--- config.mk ---
export PLATFORM = sky130hd
export DESIGN_NAME = time_keeper
export DESIGN_NICKNAME = d
export VERILOG_FILES = /design/src/rtl/clock_pkg.sv /design/src/rtl/bcd_counter.sv /design/src/rtl/time_keeper.sv
export SDC_FILE = /design/constraint.sdc
export NUM_CORES = 1
export LEC_CHECK = 0
export ABC_CLOCK_PERIOD_IN_PS = 5860
export CAP_MARGIN = 10
export CORE_MARGIN = 4
export CORE_UTILIZATION = 45
export DETAILED_ROUTE_END_ITERATION = 6
export GPL_TIMING_DRIVEN = 0
export PLACE_DENSITY = 0.68
export SKIP_CTS_REPAIR_TIMING = 1
export SLEW_MARGIN = 25
export SYNTH_ARGS = -nofsm -noshare
export SYNTH_HDL_FRONTEND = slang
export SYNTH_SLANG_ARGS = --single-unit
--- constraint.sdc ---
create_clock -name i_Clock -period 5.86 [get_ports i_Clock]
set_input_delay 0.879 -clock i_Clock [delete_from_list [all_inputs] [get_ports i_Clock]]
set_output_delay 0.879 -clock i_Clock [all_outputs]
set_load 0.02 [all_outputs]
--- src/rtl/clock_pkg.sv ---
// rtl/clock_pkg.sv - mode encodings, BCD limits and BCD increment helper for time_keeper
package clock_pkg;

  typedef enum logic [2:0] {
    MODE_RUN               = 3'd0,
    MODE_SET_HOURS         = 3'd1,
    MODE_SET_MINUTES       = 3'd2,
    MODE_SET_ALARM_HOURS   = 3'd3,
    MODE_SET_ALARM_MINUTES = 3'd4
  } mode_t;

  localparam int HOURS_MODULUS   = 24;
  localparam int MINUTES_MODULUS = 60;
  localparam int SECONDS_MODULUS = 60;

  // Next two-digit BCD value modulo i_modulus; anything at or past the top wraps to 00
  function automatic logic [7:0] bcd_next(input logic [3:0] i_tens, input logic [3:0] i_ones,
                                          input int i_modulus);
    int v;
    v = int'(i_tens) * 10 + int'(i_ones);
    if (v >= i_modulus - 1)
      return 8'h00;
    else if (i_ones >= 4'd9)
      return {i_tens + 4'd1, 4'd0};
    else
      return {i_tens, i_ones + 4'd1};
  endfunction

endpackage

--- src/rtl/bcd_counter.sv ---
// rtl/bcd_counter.sv - two-digit BCD counter with modulus, increment, clear and carry-out
module bcd_counter
  import clock_pkg::*;
#(
  parameter int MODULUS     = 60,
  parameter int TENS_W      = 3,
  parameter int RESET_VALUE = 0
) (
  input  logic              i_Clock,
  input  logic              i_Reset_n,
  input  logic              i_Inc,
  input  logic              i_Clear,
  output logic [TENS_W-1:0] o_Tens,
  output logic [3:0]        o_Ones,
  output logic              o_Carry
);

  localparam logic [3:0] RST_TENS = 4'(RESET_VALUE / 10);
  localparam logic [3:0] RST_ONES = 4'(RESET_VALUE % 10);

  logic [TENS_W-1:0] r_Tens;
  logic [3:0]        r_Ones;
  logic [7:0]        w_Next;
  logic              w_At_Max;

  assign w_Next   = bcd_next(4'(r_Tens), r_Ones, MODULUS);
  assign w_At_Max = (int'(r_Tens) * 10 + int'(r_Ones)) == (MODULUS - 1);
  assign o_Carry  = i_Inc & w_At_Max;
  assign o_Tens   = r_Tens;
  assign o_Ones   = r_Ones;

  // Digit registers: clear wins over increment so a mode exit always lands on 00
  always_ff @(posedge i_Clock or negedge i_Reset_n) begin
    if (!i_Reset_n) begin
      r_Tens <= TENS_W'(RST_TENS);
      r_Ones <= RST_ONES;
    end else if (i_Clear) begin
      r_Tens <= '0;
      r_Ones <= '0;
    end else if (i_Inc) begin
      r_Tens <= TENS_W'(w_Next[7:4]);
      r_Ones <= w_Next[3:0];
    end
  end

endmodule

--- src/rtl/time_keeper.sv ---
// rtl/time_keeper.sv - BCD 24h clock with set modes; alarm built only with TIME_KEEPER_ALARM_EN
module time_keeper
  import clock_pkg::*;
#(
  parameter int RESET_HOURS   = 0,
  parameter int RESET_MINUTES = 0
) (
  input  logic       i_Clock,
  input  logic       i_Reset_n,
  input  logic       i_Enable_1Hz,
  input  logic       i_Button_Mode,
  input  logic       i_Button_Inc,
  output logic [1:0] o_Hours_Tens,
  output logic [3:0] o_Hours_Ones,
  output logic [2:0] o_Minutes_Tens,
  output logic [3:0] o_Minutes_Ones,
  output logic [2:0] o_Seconds_Tens,
  output logic [3:0] o_Seconds_Ones,
  output logic [2:0] o_Mode
`ifdef TIME_KEEPER_ALARM_EN
  ,
  output logic       o_Alarm
`endif
);

  mode_t r_State, w_Next_State;
  logic  w_Mode_Step, w_Run_Tick, w_Inc_Allowed;
  logic  w_Set_Hours_Inc, w_Set_Minutes_Inc, w_Clear_Seconds;
  logic  w_Sec_Carry, w_Min_Carry, w_Hour_Carry_unused;
  logic  w_Min_Inc, w_Hour_Inc;

`ifdef TIME_KEEPER_ALARM_EN
  logic       r_Alarm;
  logic       w_Set_Alarm_Hours_Inc, w_Set_Alarm_Minutes_Inc, w_Alarm_Match;
  logic       w_Alarm_Hour_Carry_unused, w_Alarm_Min_Carry_unused;
  logic [1:0] w_Alarm_Hours_Tens;
  logic [3:0] w_Alarm_Hours_Ones;
  logic [2:0] w_Alarm_Minutes_Tens;
  logic [3:0] w_Alarm_Minutes_Ones;
  logic [7:0] w_Next_Minutes, w_Next_Hours;

  // A mode press while the alarm rings only silences it
  assign w_Mode_Step = i_Button_Mode & ~r_Alarm;
`else
  assign w_Mode_Step = i_Button_Mode;
`endif

  // Mode state register
  always_ff @(posedge i_Clock or negedge i_Reset_n) begin
    if (!i_Reset_n) r_State <= MODE_RUN;
    else            r_State <= w_Next_State;
  end

  // Next-state: one step per accepted mode pulse
  always_comb begin
    w_Next_State = r_State;
    if (w_Mode_Step) begin
      case (r_State)
        MODE_RUN:               w_Next_State = MODE_SET_HOURS;
        MODE_SET_HOURS:         w_Next_State = MODE_SET_MINUTES;
`ifdef TIME_KEEPER_ALARM_EN
        MODE_SET_MINUTES:       w_Next_State = MODE_SET_ALARM_HOURS;
        MODE_SET_ALARM_HOURS:   w_Next_State = MODE_SET_ALARM_MINUTES;
        MODE_SET_ALARM_MINUTES: w_Next_State = MODE_RUN;
`else
        MODE_SET_MINUTES:       w_Next_State = MODE_RUN;
`endif
        default:                w_Next_State = MODE_RUN;
      endcase
    end
  end

  // Per-state controls; an increment coinciding with a mode pulse is dropped
  always_comb begin
    o_Mode            = r_State;
    w_Run_Tick        = (r_State == MODE_RUN) & i_Enable_1Hz;
    w_Inc_Allowed     = i_Button_Inc & ~i_Button_Mode;
    w_Set_Hours_Inc   = (r_State == MODE_SET_HOURS) & w_Inc_Allowed;
    w_Set_Minutes_Inc = (r_State == MODE_SET_MINUTES) & w_Inc_Allowed;
    w_Clear_Seconds   = (r_State == MODE_SET_MINUTES) & w_Mode_Step;
`ifdef TIME_KEEPER_ALARM_EN
    w_Set_Alarm_Hours_Inc   = (r_State == MODE_SET_ALARM_HOURS) & w_Inc_Allowed;
    w_Set_Alarm_Minutes_Inc = (r_State == MODE_SET_ALARM_MINUTES) & w_Inc_Allowed;
`endif
  end

  // Minute carry reaches hours only while running, never from a set-mode increment
  assign w_Min_Inc  = w_Sec_Carry | w_Set_Minutes_Inc;
  assign w_Hour_Inc = (w_Min_Carry & w_Run_Tick) | w_Set_Hours_Inc;

  bcd_counter #(.MODULUS(SECONDS_MODULUS), .TENS_W(3), .RESET_VALUE(0)) u_seconds (
    .i_Clock(i_Clock), .i_Reset_n(i_Reset_n), .i_Inc(w_Run_Tick), .i_Clear(w_Clear_Seconds),
    .o_Tens(o_Seconds_Tens), .o_Ones(o_Seconds_Ones), .o_Carry(w_Sec_Carry));

  bcd_counter #(.MODULUS(MINUTES_MODULUS), .TENS_W(3), .RESET_VALUE(RESET_MINUTES)) u_minutes (
    .i_Clock(i_Clock), .i_Reset_n(i_Reset_n), .i_Inc(w_Min_Inc), .i_Clear(1'b0),
    .o_Tens(o_Minutes_Tens), .o_Ones(o_Minutes_Ones), .o_Carry(w_Min_Carry));

  bcd_counter #(.MODULUS(HOURS_MODULUS), .TENS_W(2), .RESET_VALUE(RESET_HOURS)) u_hours (
    .i_Clock(i_Clock), .i_Reset_n(i_Reset_n), .i_Inc(w_Hour_Inc), .i_Clear(1'b0),
    .o_Tens(o_Hours_Tens), .o_Ones(o_Hours_Ones), .o_Carry(w_Hour_Carry_unused));

`ifdef TIME_KEEPER_ALARM_EN
  bcd_counter #(.MODULUS(HOURS_MODULUS), .TENS_W(2), .RESET_VALUE(0)) u_alarm_hours (
    .i_Clock(i_Clock), .i_Reset_n(i_Reset_n), .i_Inc(w_Set_Alarm_Hours_Inc), .i_Clear(1'b0),
    .o_Tens(w_Alarm_Hours_Tens), .o_Ones(w_Alarm_Hours_Ones), .o_Carry(w_Alarm_Hour_Carry_unused));

  bcd_counter #(.MODULUS(MINUTES_MODULUS), .TENS_W(3), .RESET_VALUE(0)) u_alarm_minutes (
    .i_Clock(i_Clock), .i_Reset_n(i_Reset_n), .i_Inc(w_Set_Alarm_Minutes_Inc), .i_Clear(1'b0),
    .o_Tens(w_Alarm_Minutes_Tens), .o_Ones(w_Alarm_Minutes_Ones), .o_Carry(w_Alarm_Min_Carry_unused));

  // HH:MM the current seconds carry is about to produce
  assign w_Next_Minutes = bcd_next(4'(o_Minutes_Tens), o_Minutes_Ones, MINUTES_MODULUS);
  assign w_Next_Hours   = (w_Next_Minutes == 8'h00)
                        ? bcd_next(4'(o_Hours_Tens), o_Hours_Ones, HOURS_MODULUS)
                        : {4'(o_Hours_Tens), o_Hours_Ones};
  assign w_Alarm_Match  = (w_Next_Hours == {4'(w_Alarm_Hours_Tens), w_Alarm_Hours_Ones})
                        & (w_Next_Minutes == {4'(w_Alarm_Minutes_Tens), w_Alarm_Minutes_Ones});

  // Alarm flag: raised by the tick that lands on HH:MM:00, dropped by the next mode press
  always_ff @(posedge i_Clock or negedge i_Reset_n) begin
    if (!i_Reset_n)                      r_Alarm <= 1'b0;
    else if (i_Button_Mode & r_Alarm)    r_Alarm <= 1'b0;
    else if (w_Sec_Carry & w_Alarm_Match) r_Alarm <= 1'b1;
  end

  assign o_Alarm = r_Alarm;
`endif

endmodule

# ---- Yosys cells after proc, flatten, opt, wreduce, memory -nomap -nowiden
# Index checks and enable logic that the tools add are counted.
dict set report op_classes {
  addsub 9
  shift 0
  n_mux 11
  n_lt_le_gt_ge 6
  multipliers 3
  eq_ne 4
  n_reduce_logical 8
  bitwise 11
  div_mod_pow 0
}
# operator count
set ops {}
lappend ops {{$eq A32 B7 Y1 const B} 2}
lappend ops {{$ge A32 B7 Y1 const B} 2}
lappend ops {{$add A32 B5 Y32} 1}
lappend ops {{$ge A32 B6 Y1 const B} 1}
lappend ops {{$mux W7} 4}
lappend ops {{$add A7 B4 Y8} 2}
lappend ops {{$add A4 B1 Y4 const B} 3}
lappend ops {{$ge A4 B4 Y1 const B} 3}
lappend ops {{$mul A3 B3 Y6 const B} 2}
lappend ops {{$mux W6} 2}
lappend ops {{$and A1 B1 Y1} 8}
lappend ops {{$mux W4} 2}
lappend ops {{$add A3 B1 Y3 const B} 2}
lappend ops {{$mux W3} 2}
lappend ops {{$reduce_and A2 Y1} 3}
lappend ops {{$reduce_bool A2 Y1} 3}
lappend ops {{$mul A2 B3 Y5 const B} 1}
lappend ops {{$pmux W2 S2} 1}
lappend ops {{$eq A3 B1 Y1 const B} 1}
lappend ops {{$eq A3 B2 Y1 const B} 1}
lappend ops {{$logic_not A3 Y1} 1}
lappend ops {{$reduce_bool A3 Y1} 1}
lappend ops {{$add A2 B1 Y2 const B} 1}
lappend ops {{$or A1 B1 Y1} 2}
lappend ops {{$not A1 Y1} 1}
dict set report totals {
  ramBits 0
  word_cells 59
  output_inout_bits 23
  in_bits 5
  reg_bits 23
  latchBits 0
  n_memories 0
  rom_bits 0
}

# ---- Longest topological paths before layout
# Gate-level depths: netlist of the first run.
dict set report depth {
  depth_word 9
  ltp_mapped 10
  depth_no_buf 9
}

# ---- Modules after synthesis
# A second synthesis of the first run with hierarchy kept.
dict set report hier_totals {
  cells_unflattened 216
  hier_area_um2 2093.3
}
# module area_per_inst_um2 cells_each n_inst seq_area_each_um2
set modules_own_cells {}
lappend modules_own_cells {{bcd_counter (u_minutes ...)} 725.7 73 2 175.2}
lappend modules_own_cells {{bcd_counter (u_hours)} 501.7 54 1 150.1}
lappend modules_own_cells {time_keeper 140.1 16 1 50.0}

# ---- Worst setup path before layout of the first run
# Ideal clock, no wire load.
dict set report synth_timing {
  kind {register to register}
  startpoint {register u_minutes.r_Tens[0] (netlist: u_minutes.o_Tens[0])}
  endpoint {register u_hours.r_Tens[0] (netlist: u_hours.o_Tens[0])}
  period_less_slack_ns 2.819
  path_buffers 1
  t_arrival_ns 2.715
  stages_incl_launch_ff 10
  path_slack_ns 3.041
  cell_sequence {dfrtp_1 ha_1 fa_1 xnor2_1 a2111oi_0 or2_2 a31oi_1 or2_0 buf_2 o41ai_2}
}
dict set report synth_between {
  elab_chain_cells 7
}
# element line
set synth_lines {}
lappend synth_lines {{start: declaration} bcd_counter.sv:21} ;# logic [TENS_W-1:0] r_Tens;
lappend synth_lines {{start signal: assignment} bcd_counter.sv:35} ;# r_Tens <= TENS_W'(RST_TENS);
lappend synth_lines {{start signal: assignment} bcd_counter.sv:41} ;# r_Tens <= TENS_W'(w_Next[7:4]);
lappend synth_lines {{$mul A3 B3 Y6} bcd_counter.sv:27} ;# assign w_At_Max = (int'(r_Tens) * 10 + int'(r_Ones)) == (MODULUS - 1);
lappend synth_lines {{$add A7 B4 Y8} bcd_counter.sv:27}
lappend synth_lines {{$eq A32 B7 Y1} bcd_counter.sv:27}
lappend synth_lines {{$and A1 B1 Y1} bcd_counter.sv:28} ;# assign o_Carry = i_Inc & w_At_Max;
lappend synth_lines {{$and A1 B1 Y1} time_keeper.sv:89} ;# assign w_Hour_Inc = (w_Min_Carry & w_Run_Tick) | w_Set_Hours_Inc;
lappend synth_lines {{$or A1 B1 Y1} time_keeper.sv:89}
lappend synth_lines {{$reduce_and A2 Y1 (no line)} -}
lappend synth_lines {{end signal: assignment} bcd_counter.sv:35}
lappend synth_lines {{end signal: assignment} bcd_counter.sv:41}
lappend synth_lines {{end: declaration} bcd_counter.sv:21}
# No other way between the ends.
# A chain may end at the register's enable or synchronous reset.

# ---- Worst setup path in the final report of the first run
dict set report layout_timing {
  startpoint {register u_seconds.r_Tens[0] (netlist: u_seconds.o_Tens[0])}
  endpoint {register u_minutes.r_Ones[0] (netlist: u_minutes.o_Ones[0])}
}
dict set report layout_between {
  elab_chain_cells 5
}
# element line
set layout_lines {}
lappend layout_lines {{start: declaration} bcd_counter.sv:21}
lappend layout_lines {{start signal: assignment} bcd_counter.sv:35}
lappend layout_lines {{start signal: assignment} bcd_counter.sv:41}
lappend layout_lines {{$mul A3 B3 Y6} bcd_counter.sv:27}
lappend layout_lines {{$add A7 B4 Y8} bcd_counter.sv:27}
lappend layout_lines {{$eq A32 B7 Y1} bcd_counter.sv:27}
lappend layout_lines {{$and A1 B1 Y1} bcd_counter.sv:28}
lappend layout_lines {{$or A1 B1 Y1} time_keeper.sv:88} ;# assign w_Min_Inc = w_Sec_Carry | w_Set_Minutes_Inc;
lappend layout_lines {{end signal: assignment} bcd_counter.sv:42} ;# r_Ones <= w_Next[3:0];
lappend layout_lines {{end: declaration} bcd_counter.sv:22} ;# logic [3:0] r_Ones;
# No other way between the ends.

==> flow_metrics.py, run 1 <==
metrics = {
    "clock_network": {
        "cts_tree": "yes",
        "clkLatencyLatePin_ns": 0.27,
        "htree_levels": 1,
        "clockBufferDepth": 2,
        "cts_buffers": 3,
        "clock-sinks": 22,
        "clk_pin_slew_ns": 0.09,
        "root_buffer": "clkbuf_8",
    },
    "run_status": {
        "status": "finished, final reports clean",
    },
    "critical_path": {
        "arrival_ns": 3.23,
        "cp_max_fo": 9,
        "slowest_stage": "a21oi_1",
        "max_stage_delay_ns": 0.57,
        "crit_buf_inv": 0,
        "cp_top_family": "simple AND/OR/NAND/NOR gates",
        "setup.worst_path.start_class": "flop",
        "cp-end-kind": "flop",
        "path_cells": "ha_1 -> ha_1 -> ha_1 -> nor4bb_1 -> and4_1 -> or3_1 -> a21oi_1 -> nor2_1 -> mux2_2",
        "crit_required_ns": 6.02,
        "worstSetupPathType": "reg2reg",
        "crit_path_frequent_cell": "ha_1",
        "r2r_setup_slack_ns": 2.80,
    },
    "global_route": {
        "grt-ovfl-total": 0,
        "grt_max_degree": 23,
        "grt_antenna_before_repair": 0,
        "grt_pass1_vias": 1509,
        "grt_pass1_wl_um": 6870,
        "grt_use_total": 0.163,
    },
    "drt": {
        "first_iter_violations": 65,
        "viasPerCell": 5.62,
        "vias": 1596,
        "postRouteAntennaNets": 0,
        "avgRoutedWirePerCell_um": 13.4,
        "drt-pass1-iter-count": 4,
        "drt_wl_total_um": 3810,
        "drc": 0,
    },
    "synth": {
        "yosys.area.top_type_share": 0.297,
        "netlist_instances": 204,
        "ys_types": 53,
        "synth.largest_area_cell": "dfrtp_1",
        "yosysMostFrequentCell": "ha_1",
        "yosys_warnings": 0,
        "synthArstFlopShare": 1.00,
        "ys_top_cells_by_count": "ha_1 (26), dfrtp_1 (22), nand2_1 (20)",
        "ys.flop_type": "dfrtp_1",
        "ys_seq_area_frac": 0.297,
        "synth_edf_count": 0,
        "netlist_area_um2": 1850,
        "syn_area_per_cell_um2": 9.07,
        "ys_top_cells_by_area": "dfrtp_1 (30%), ha_1 (18%), nand2_1 (4.1%)",
        "synth-seq-cells": 22,
        "syn_nets": 238,
    },
    "sta": {
        "hold_violations": 0,
        "post-route-period-util": 0.522,
        "clock_skew_ns": 0.00623,
        "setup_viol": 0,
        "period_needed_ns": 3.06,
        "fin_setup_tns_ns": 0,
        "rsz0062_at_grt": "false",
        "timing.hold.ws_ns": 0.576,
        "fmax_mhz": 327,
        "relSlewSlack": 0.549,
        "tightestPinTransition_ns": 0.676,
        "drv_slew": 0,
    },
    "placement": {
        "finalWeightedCongestion": 0.789,
        "dpl.hpwl_um": 2920,
        "numPortBuffers": 26,
        "dp_cells": 280,
    },
    "final_layout": {
        "stdcell_count": 284,
        "fill_cells": 376,
        "finalNetCount": 269,
        "n_antenna_cell": 0,
        "syn2layout_area_growth_pct": 21.0,
        "drive_above_1_share": 0.0684,
    },
    "floorplanning": {
        "die-area_um2": 5200,
        "initial_core_util": 0.463,
        "die_h_um": 72.1,
        "ioPinCount": 28,
        "core-area_um2": 4000,
        "rows": 23,
        "die_w_um": 72.1,
    },
    "power": {
        "p_leak_nw": 1.02,
        "powerDensity_nw_per_um2": 499,
        "vdd_drop_max_mv": 0.245,
        "total_power_mw": 1.12,
    },
    "hold_path": {
        "hold_class": "in2async",
    },
    "run": {
        "maxCapViolations": 0,
    },
}
[routing by layer]
layer | GRT usage | part of all wire | wire, µm | vias to the layer above
li1 | - | - | - | 804
met1 | 0.233 | 0.51 | 1940 | 765
met2 | 0.255 | 0.45 | 1710 | 22
met3 | 0.0235 | 0.029 | 109 | 5
met4 | 0.0501 | 0.013 | 50 | 0
met5 | 0 | 0 | 0 | -
[per-stage QoR]
stage / utilization / setup slack, ns / cell area [µm²]
floorplan: - / 3.04 / 1850
global placement: 0.543 / 2.54 / 2170
detailed placement: 0.542 / 2.55 / 2170
CTS: 0.560 / 2.80 / 2240
global route: 0.560 / 2.53 / 2240
finish: 0.560 / 2.80 / 2240
[placed cells by master (no fill, tap or decap), types with 2 or more instances in the layout]
cell type,Yosys,layout
o31ai_1,4,4
a31oi_1,2,2
nor2_1,17,17
nand3_1,8,8
mux2i_1,3,3
nor3_1,2,2
fa_1,3,3
ha_1,26,26
clkdlybuf4s50_1,0,25
buf_2,1,2
clkbuf_8,0,3
or3_1,4,4
a21boi_0,3,3
nand2b_1,7,7
a21oi_1,14,14
nor2b_1,2,2
mux2_2,3,3
o21ai_1,2,2
dfrtp_1,22,22
o21ai_0,6,6
or2_2,2,2
a21o_1,4,4
nand2_1,20,20
o22ai_1,2,2
inv_1,12,12
a211oi_1,4,4
a22o_1,3,3
[final cells by class]
cell class	instances	area [µm²]	area share
buffer	3	16.3	0.00726
inverter	12	45.0	0.0201
sequential	22	551	0.246
clock buffer	3	41.3	0.0184
multi-input combinational	167	1240	0.553
timing repair buffer	26	255	0.114
tap	50	62.6	0.0279
clock inverter	1	30.0	0.0134
[where the power goes]
part	total (mW)	switching, mW	internal [mW]
Clock	0.146	0.0547	0.0914
Combinational	0.667	0.367	0.300
Sequential	0.304	0.0987	0.206
[registers in the layout, summed over array words and instances (netlist names)]
| name | flops |
|---|---|
| u_hours.o_Tens | 2 |
| o_Mode | 2 |
| u_seconds.o_Ones | 4 |
| u_minutes.o_Ones | 4 |
| u_minutes.o_Tens | 3 |
| u_seconds.o_Tens | 3 |
| u_hours.o_Ones | 4 |
[worst paths after layout]
| path | to | cells after the start | start |
|---|---|---|---|
| setup reg to reg | u_minutes.o_Ones[0]$_DFFE_PN0P_ | 9 | u_seconds.o_Tens[0]$_DFFE_PN0P_ |
| hold / removal | u_hours.o_Ones[1]$_DFFE_PN0P_ | 1 | i_Reset_n |
| setup / recovery | u_minutes.o_Ones[0]$_DFFE_PN0P_ | 9 | u_seconds.o_Tens[0]$_DFFE_PN0P_ |
| hold reg to reg | u_hours.o_Ones[3]$_DFFE_PN0P_ | 1 | u_hours.o_Ones[3]$_DFFE_PN0P_ |
| min in group i_Clock | u_hours.o_Ones[3]$_DFFE_PN0P_ | 1 | u_hours.o_Ones[3]$_DFFE_PN0P_ |
| max in group asynchronous | u_seconds.o_Tens[1]$_DFFE_PN0P_ | 1 | i_Reset_n |
[logic make-up after synthesis]
group | synth area share
compound gates | 0.213
xor+xnor | 0.00947
fa+ha+maj | 0.208
buf+inv | 0.0331
flops | 0.297
mux | 0.0345
other cells | 0.00203
simple gates | 0.202
[worst register-to-register path, cell delays in order, from the launching register on]
cell	delay [ns]
dfrtp_1	0.44
ha_1	0.23
ha_1	0.18
ha_1	0.30
nor4bb_1	0.14
and4_1	0.19
or3_1	0.43
a21oi_1	0.57
nor2_1	0.18
mux2_2	0.30
Note: power is estimated with default switching activity, not from simulation.
==> inputs of run 2 (changes only) <==
Settings changed: ABC_CLOCK_PERIOD_IN_PS 5860 to 2900.
Clock period 5.86 ns to 2.9 ns, I/O delays scaled along.
==> flow_metrics.py, run 2 (synthesis results as in run 1) <==
metrics = {
    "clock_network": {
        "cts_buffers": 3,
        "htree_levels": 1,
        "root_buffer": "clkbuf_8",
        "clockBufferDepth": 2,
        "cts_tree": "yes",
        "clock-sinks": 22,
        "clkLatencyLatePin_ns": 0.27,
        "clk_pin_slew_ns": 0.09,
    },
    "drt": {
        "postRouteAntennaNets": 0,
        "first_iter_violations": 65,
        "route.met3.wl_um": 111,
        "m1WireLength_um": 2020,
        "vias": 1585,
        "met2WireLength_um": 1790,
        "top_layer_used": "met4",
        "drt_wl_total_um": 3970,
        "viasPerCell": 5.56,
        "drt-pass1-iter-count": 4,
        "avgRoutedWirePerCell_um": 13.9,
        "drc": 0,
    },
    "final_layout": {
        "fill_cells": 370,
        "stdcell_count": 285,
        "final_cell_mix": "ha_1 (25), clkdlybuf4s50_1 (25), nand2_1 (20), dfrtp_1 (20), nor2_1 (17)",
        "drive_above_1_share": 0.119,
        "finalNetCount": 270,
        "final_util": 0.580,
        "n_antenna_cell": 0,
        "syn2layout_area_growth_pct": 25.4,
        "design_area_um2": 2320,
    },
    "critical_path": {
        "max_stage_delay_ns": 0.46,
        "arrival_ns": 2.92,
        "slowest_stage": "dfrtp_2",
        "cp-end-kind": "flop",
        "cp_max_fo": 6,
        "crit_path_frequent_cell": "ha_1",
        "worstSetupPathType": "reg2reg",
        "path_cells": "ha_1 -> ha_1 -> ha_1 -> inv_1 -> a2111oi_2 -> or2_2 -> a31oi_2 -> or2_0 -> buf_2 -> o41ai_2",
        "setup.worst_path.start_class": "flop",
        "crit_required_ns": 3.07,
    },
    "placement": {
        "dp_cells": 280,
        "finalWeightedCongestion": 0.789,
        "numPortBuffers": 26,
        "post-place-ws_ns": -0.158,
        "dpl.hpwl_um": 2920,
        "place_area_um2": 2170,
    },
    "floorplanning": {
        "ioPinCount": 28,
        "core-area_um2": 4000,
        "rows": 23,
        "die_h_um": 72.1,
        "die_w_um": 72.1,
        "die-area_um2": 5200,
        "initial_core_util": 0.463,
    },
    "sta": {
        "fin_setup_tns_ns": 0,
        "setup_slack_ns": 0.151,
        "rsz0062_at_grt": "true",
        "hold_violations": 0,
        "timing.hold.ws_ns": 0.133,
        "post-route-period-util": 0.948,
        "drv_slew": 0,
        "fmax_mhz": 364,
        "setup_viol": 0,
        "tightestPinTransition_ns": 0.526,
        "clock_skew_ns": 0.00618,
        "period_needed_ns": 2.75,
        "relSlewSlack": 0.647,
    },
    "global_route": {
        "grt_max_degree": 23,
        "grt-ovfl-total": 0,
        "grt_pass1_vias": 1509,
        "grt_antenna_before_repair": 0,
        "grt_pass1_wl_um": 6870,
        "grt_use_total": 0.163,
    },
    "power": {
        "power.internal_mw": 1.26,
        "total_power_mw": 2.36,
        "vdd_drop_max_mv": 0.510,
        "combPwrFrac": 0.611,
        "p_leak_nw": 1.04,
        "powerDensity_nw_per_um2": 1020,
        "pwr-share-seq": 0.264,
        "p_sw_frac": 0.469,
        "switchingPower_mw": 1.11,
        "power_frac_clock": 0.125,
    },
    "run_status": {
        "status": "finished, final reports clean",
    },
    "hold_path": {
        "hold_class": "in2async",
    },
    "run": {
        "maxCapViolations": 0,
    },
}
[run 2: cell types whose count changed in the layout (fill, tap and decap cells not counted), moves of 2 or more]
cell	previous run	this run
a21oi_4	0	2
dfrtp_2	0	2
a21oi_1	14	12
dfrtp_1	22	20
[run 2: cell type report]
type / count / area (µm²) / share of cell area
inverter: 12 / 45.0 / 0.0194
multi-input combinational: 167 / 1310 / 0.564
buffer: 3 / 16.3 / 0.00701
sequential: 22 / 553 / 0.238
clock buffer: 3 / 41.3 / 0.0178
tap: 50 / 62.6 / 0.0270
clock inverter: 1 / 30.0 / 0.0129
timing repair buffer: 27 / 263 / 0.113
[run 2: metal layers]
metal	GRT usage	up-vias
li1	-	805
met1	0.233	753
met2	0.255	22
met3	0.0235	5
met4	0.0501	0
met5	0	-
[run 2: power groups by stage]
stage	registers, mW	logic, mW	clock network [mW]
final	0.623	1.44	0.296
after global routing	0.661	1.62	0.314
after CTS	0.619	1.35	0.304
after detailed placement	0.623	1.35	0
after global placement	0.620	1.33	0
after floorplan	0.708	0.822	0
[run 2: path summary, 6_finish.rpt]
kind | cells after the start | slack [ns] | to | start
max | 10 | 0.15 | u_hours.o_Tens[0]$_DFFE_PN0P_ | u_minutes.o_Tens[0]$_DFFE_PN0P_
min reg2reg | 1 | 0.58 | u_minutes.o_Tens[0]$_DFFE_PN0P_ | u_minutes.o_Tens[0]$_DFFE_PN0P_
max reg2reg | 10 | 0.15 | u_hours.o_Tens[0]$_DFFE_PN0P_ | u_minutes.o_Tens[0]$_DFFE_PN0P_
min | 1 | 0.13 | u_hours.o_Ones[1]$_DFFE_PN0P_ | i_Reset_n
min in group i_Clock | 1 | 0.58 | u_minutes.o_Tens[0]$_DFFE_PN0P_ | u_minutes.o_Tens[0]$_DFFE_PN0P_
max in group asynchronous | 1 | 2.39 | u_minutes.o_Tens[0]$_DFFE_PN0P_ | i_Reset_n
[run 2: worst max-delay path: cells and delay by family, from the launching register on]
family	cells	cell delay, ns
and+or+nand+nor	2	0.43
adders and majority gates	3	0.72
DFF	1	0.46
AOI/OAI and AO/OA	3	0.80
buffers and inverters	2	0.22
==> inputs of run 3 (changes only) <==
Settings changed: PLACE_DENSITY 0.68 to 0.65.
==> flow_metrics.py, run 3 (synthesis results as in run 1) <==
metrics = {
    "final_layout": {
        "n_antenna_cell": 0,
        "final_util": 0.567,
        "fill_cells": 363,
        "regArea_um2": 551,
        "multiInputGateArea_um2": 1270,
        "drive_above_1_share": 0.0940,
        "finalNetCount": 269,
        "final_cell_mix": "ha_1 (25), clkdlybuf4s50_1 (25), dfrtp_1 (22)",
        "stdcell_count": 284,
        "syn2layout_area_growth_pct": 22.7,
    },
    "clock_network": {
        "clkLatencyLatePin_ns": 0.27,
        "clock-sinks": 22,
        "clk_pin_slew_ns": 0.09,
        "htree_levels": 1,
        "root_buffer": "clkbuf_8",
        "clockBufferDepth": 2,
        "cts_tree": "yes",
        "cts_buffers": 3,
    },
    "sta": {
        "hold_violations": 0,
        "drv_slew": 0,
        "fmax_mhz": 347,
        "clock_skew_ns": 0.00220,
        "rsz0062_at_grt": "true",
        "setup_viol": 0,
        "fin_setup_tns_ns": 0,
        "tightestPinTransition_ns": 0.534,
        "period_needed_ns": 2.88,
        "post-route-period-util": 0.994,
        "relSlewSlack": 0.644,
    },
    "run": {
        "maxCapViolations": 0,
    },
    "drt": {
        "postRouteAntennaNets": 0,
        "drc": 0,
        "vias": 1589,
        "drt_wl_total_um": 3850,
        "first_iter_violations": 37,
        "avgRoutedWirePerCell_um": 13.5,
        "drt-pass1-iter-count": 4,
        "viasPerCell": 5.60,
    },
    "hold_path": {
        "hold_class": "in2async",
    },
    "floorplanning": {
        "die_w_um": 72.1,
        "die_h_um": 72.1,
        "ioPinCount": 28,
        "core-area_um2": 4000,
        "initial_core_util": 0.463,
        "die-area_um2": 5200,
        "rows": 23,
    },
    "power": {
        "pwr-share-seq": 0.266,
        "p_leak_nw": 1.02,
        "total_power_mw": 2.30,
        "switchingPower_mw": 1.08,
        "powerDensity_nw_per_um2": 1010,
        "vdd_drop_max_mv": 0.476,
        "power_frac_clock": 0.131,
        "combPwrFrac": 0.603,
        "p_sw_frac": 0.468,
        "power.internal_mw": 1.23,
    },
    "critical_path": {
        "worstSetupPathType": "reg2reg",
        "crit_required_ns": 3.07,
        "arrival_ns": 3.05,
        "cp_max_fo": 9,
        "setup.worst_path.start_class": "flop",
        "cp-end-kind": "flop",
    },
    "placement": {
        "dp_cells": 280,
        "numPortBuffers": 26,
        "finalWeightedCongestion": 0.818,
        "dpl.hpwl_um": 2940,
    },
    "run_status": {
        "status": "finished, final reports clean",
    },
    "global_route": {
        "grt_pass1_wl_um": 6860,
        "grt_max_degree": 23,
        "grt-ovfl-total": 0,
        "grt_antenna_before_repair": 0,
        "grt_use_total": 0.166,
        "grt_pass1_vias": 1490,
    },
}
run 3: power groups by stage:
stage,combinational [mW],sequential (mW),clock [mW]
after floorplan,0.822,0.708,0
after global placement,1.34,0.621,0
after detailed placement,1.35,0.621,0
after CTS,1.36,0.616,0.310
after global routing,1.58,0.650,0.327
final,1.39,0.612,0.301
run 3: metrics by stage:
stage / setup WS [ns] / hold WS (ns) / area, µm²
floorplan: 0.0814 / 0.139 / 1850
global placement: -0.176 / 0.560 / 2170
detailed placement: -0.225 / 0.452 / 2170
CTS: -0.238 / 0.144 / 2240
global route: -0.136 / 0.153 / 2270
finish: 0.0174 / 0.129 / 2270
run 3: worst max-delay path, stage by stage (launching register included):
cell      delay, ns
dfrtp_1        0.45
ha_1           0.22
ha_1           0.18
ha_1           0.30
nor4bb_1       0.14
and4_1         0.19
or3_1          0.44
a21oi_2        0.41
nor2_1         0.16
mux2_2         0.29
run 3: cell type report:
| class | count | share of cell area |
|---|---|---|
| clock buffer | 3 | 0.0182 |
| buffer | 3 | 0.00717 |
| tap | 50 | 0.0276 |
| inverter | 12 | 0.0198 |
| timing repair buffer | 26 | 0.112 |
| clock inverter | 1 | 0.0132 |
| multi-input combinational | 167 | 0.559 |
| sequential | 22 | 0.243 |
run 3: per-layer routing:
metal | up-vias | track usage | part of all wire
met4 | 0 | 0.0564 | 0.014
li1 | 809 | - | -
met1 | 747 | 0.242 | 0.51
met2 | 28 | 0.245 | 0.44
met5 | - | 0 | 0
met3 | 5 | 0.0291 | 0.033
run 3: final timing paths:
| kind | cells after the start | start | slack, ns | endpoint |
|---|---|---|---|---|
| max reg2reg | 9 | u_seconds.o_Tens[0]$_DFFE_PN0P_ | 0.02 | u_minutes.o_Ones[0]$_DFFE_PN0P_ |
| min in group i_Clock | 1 | u_hours.o_Ones[3]$_DFFE_PN0P_ | 0.58 | u_hours.o_Ones[3]$_DFFE_PN0P_ |
| max | 9 | u_seconds.o_Tens[0]$_DFFE_PN0P_ | 0.02 | u_minutes.o_Ones[0]$_DFFE_PN0P_ |
| max in group asynchronous | 1 | i_Reset_n | 2.41 | u_seconds.o_Ones[1]$_DFFE_PN0P_ |
| min | 1 | i_Reset_n | 0.13 | u_minutes.o_Ones[3]$_DFFE_PN0P_ |
| min reg2reg | 1 | u_hours.o_Ones[3]$_DFFE_PN0P_ | 0.58 | u_hours.o_Ones[3]$_DFFE_PN0P_ |
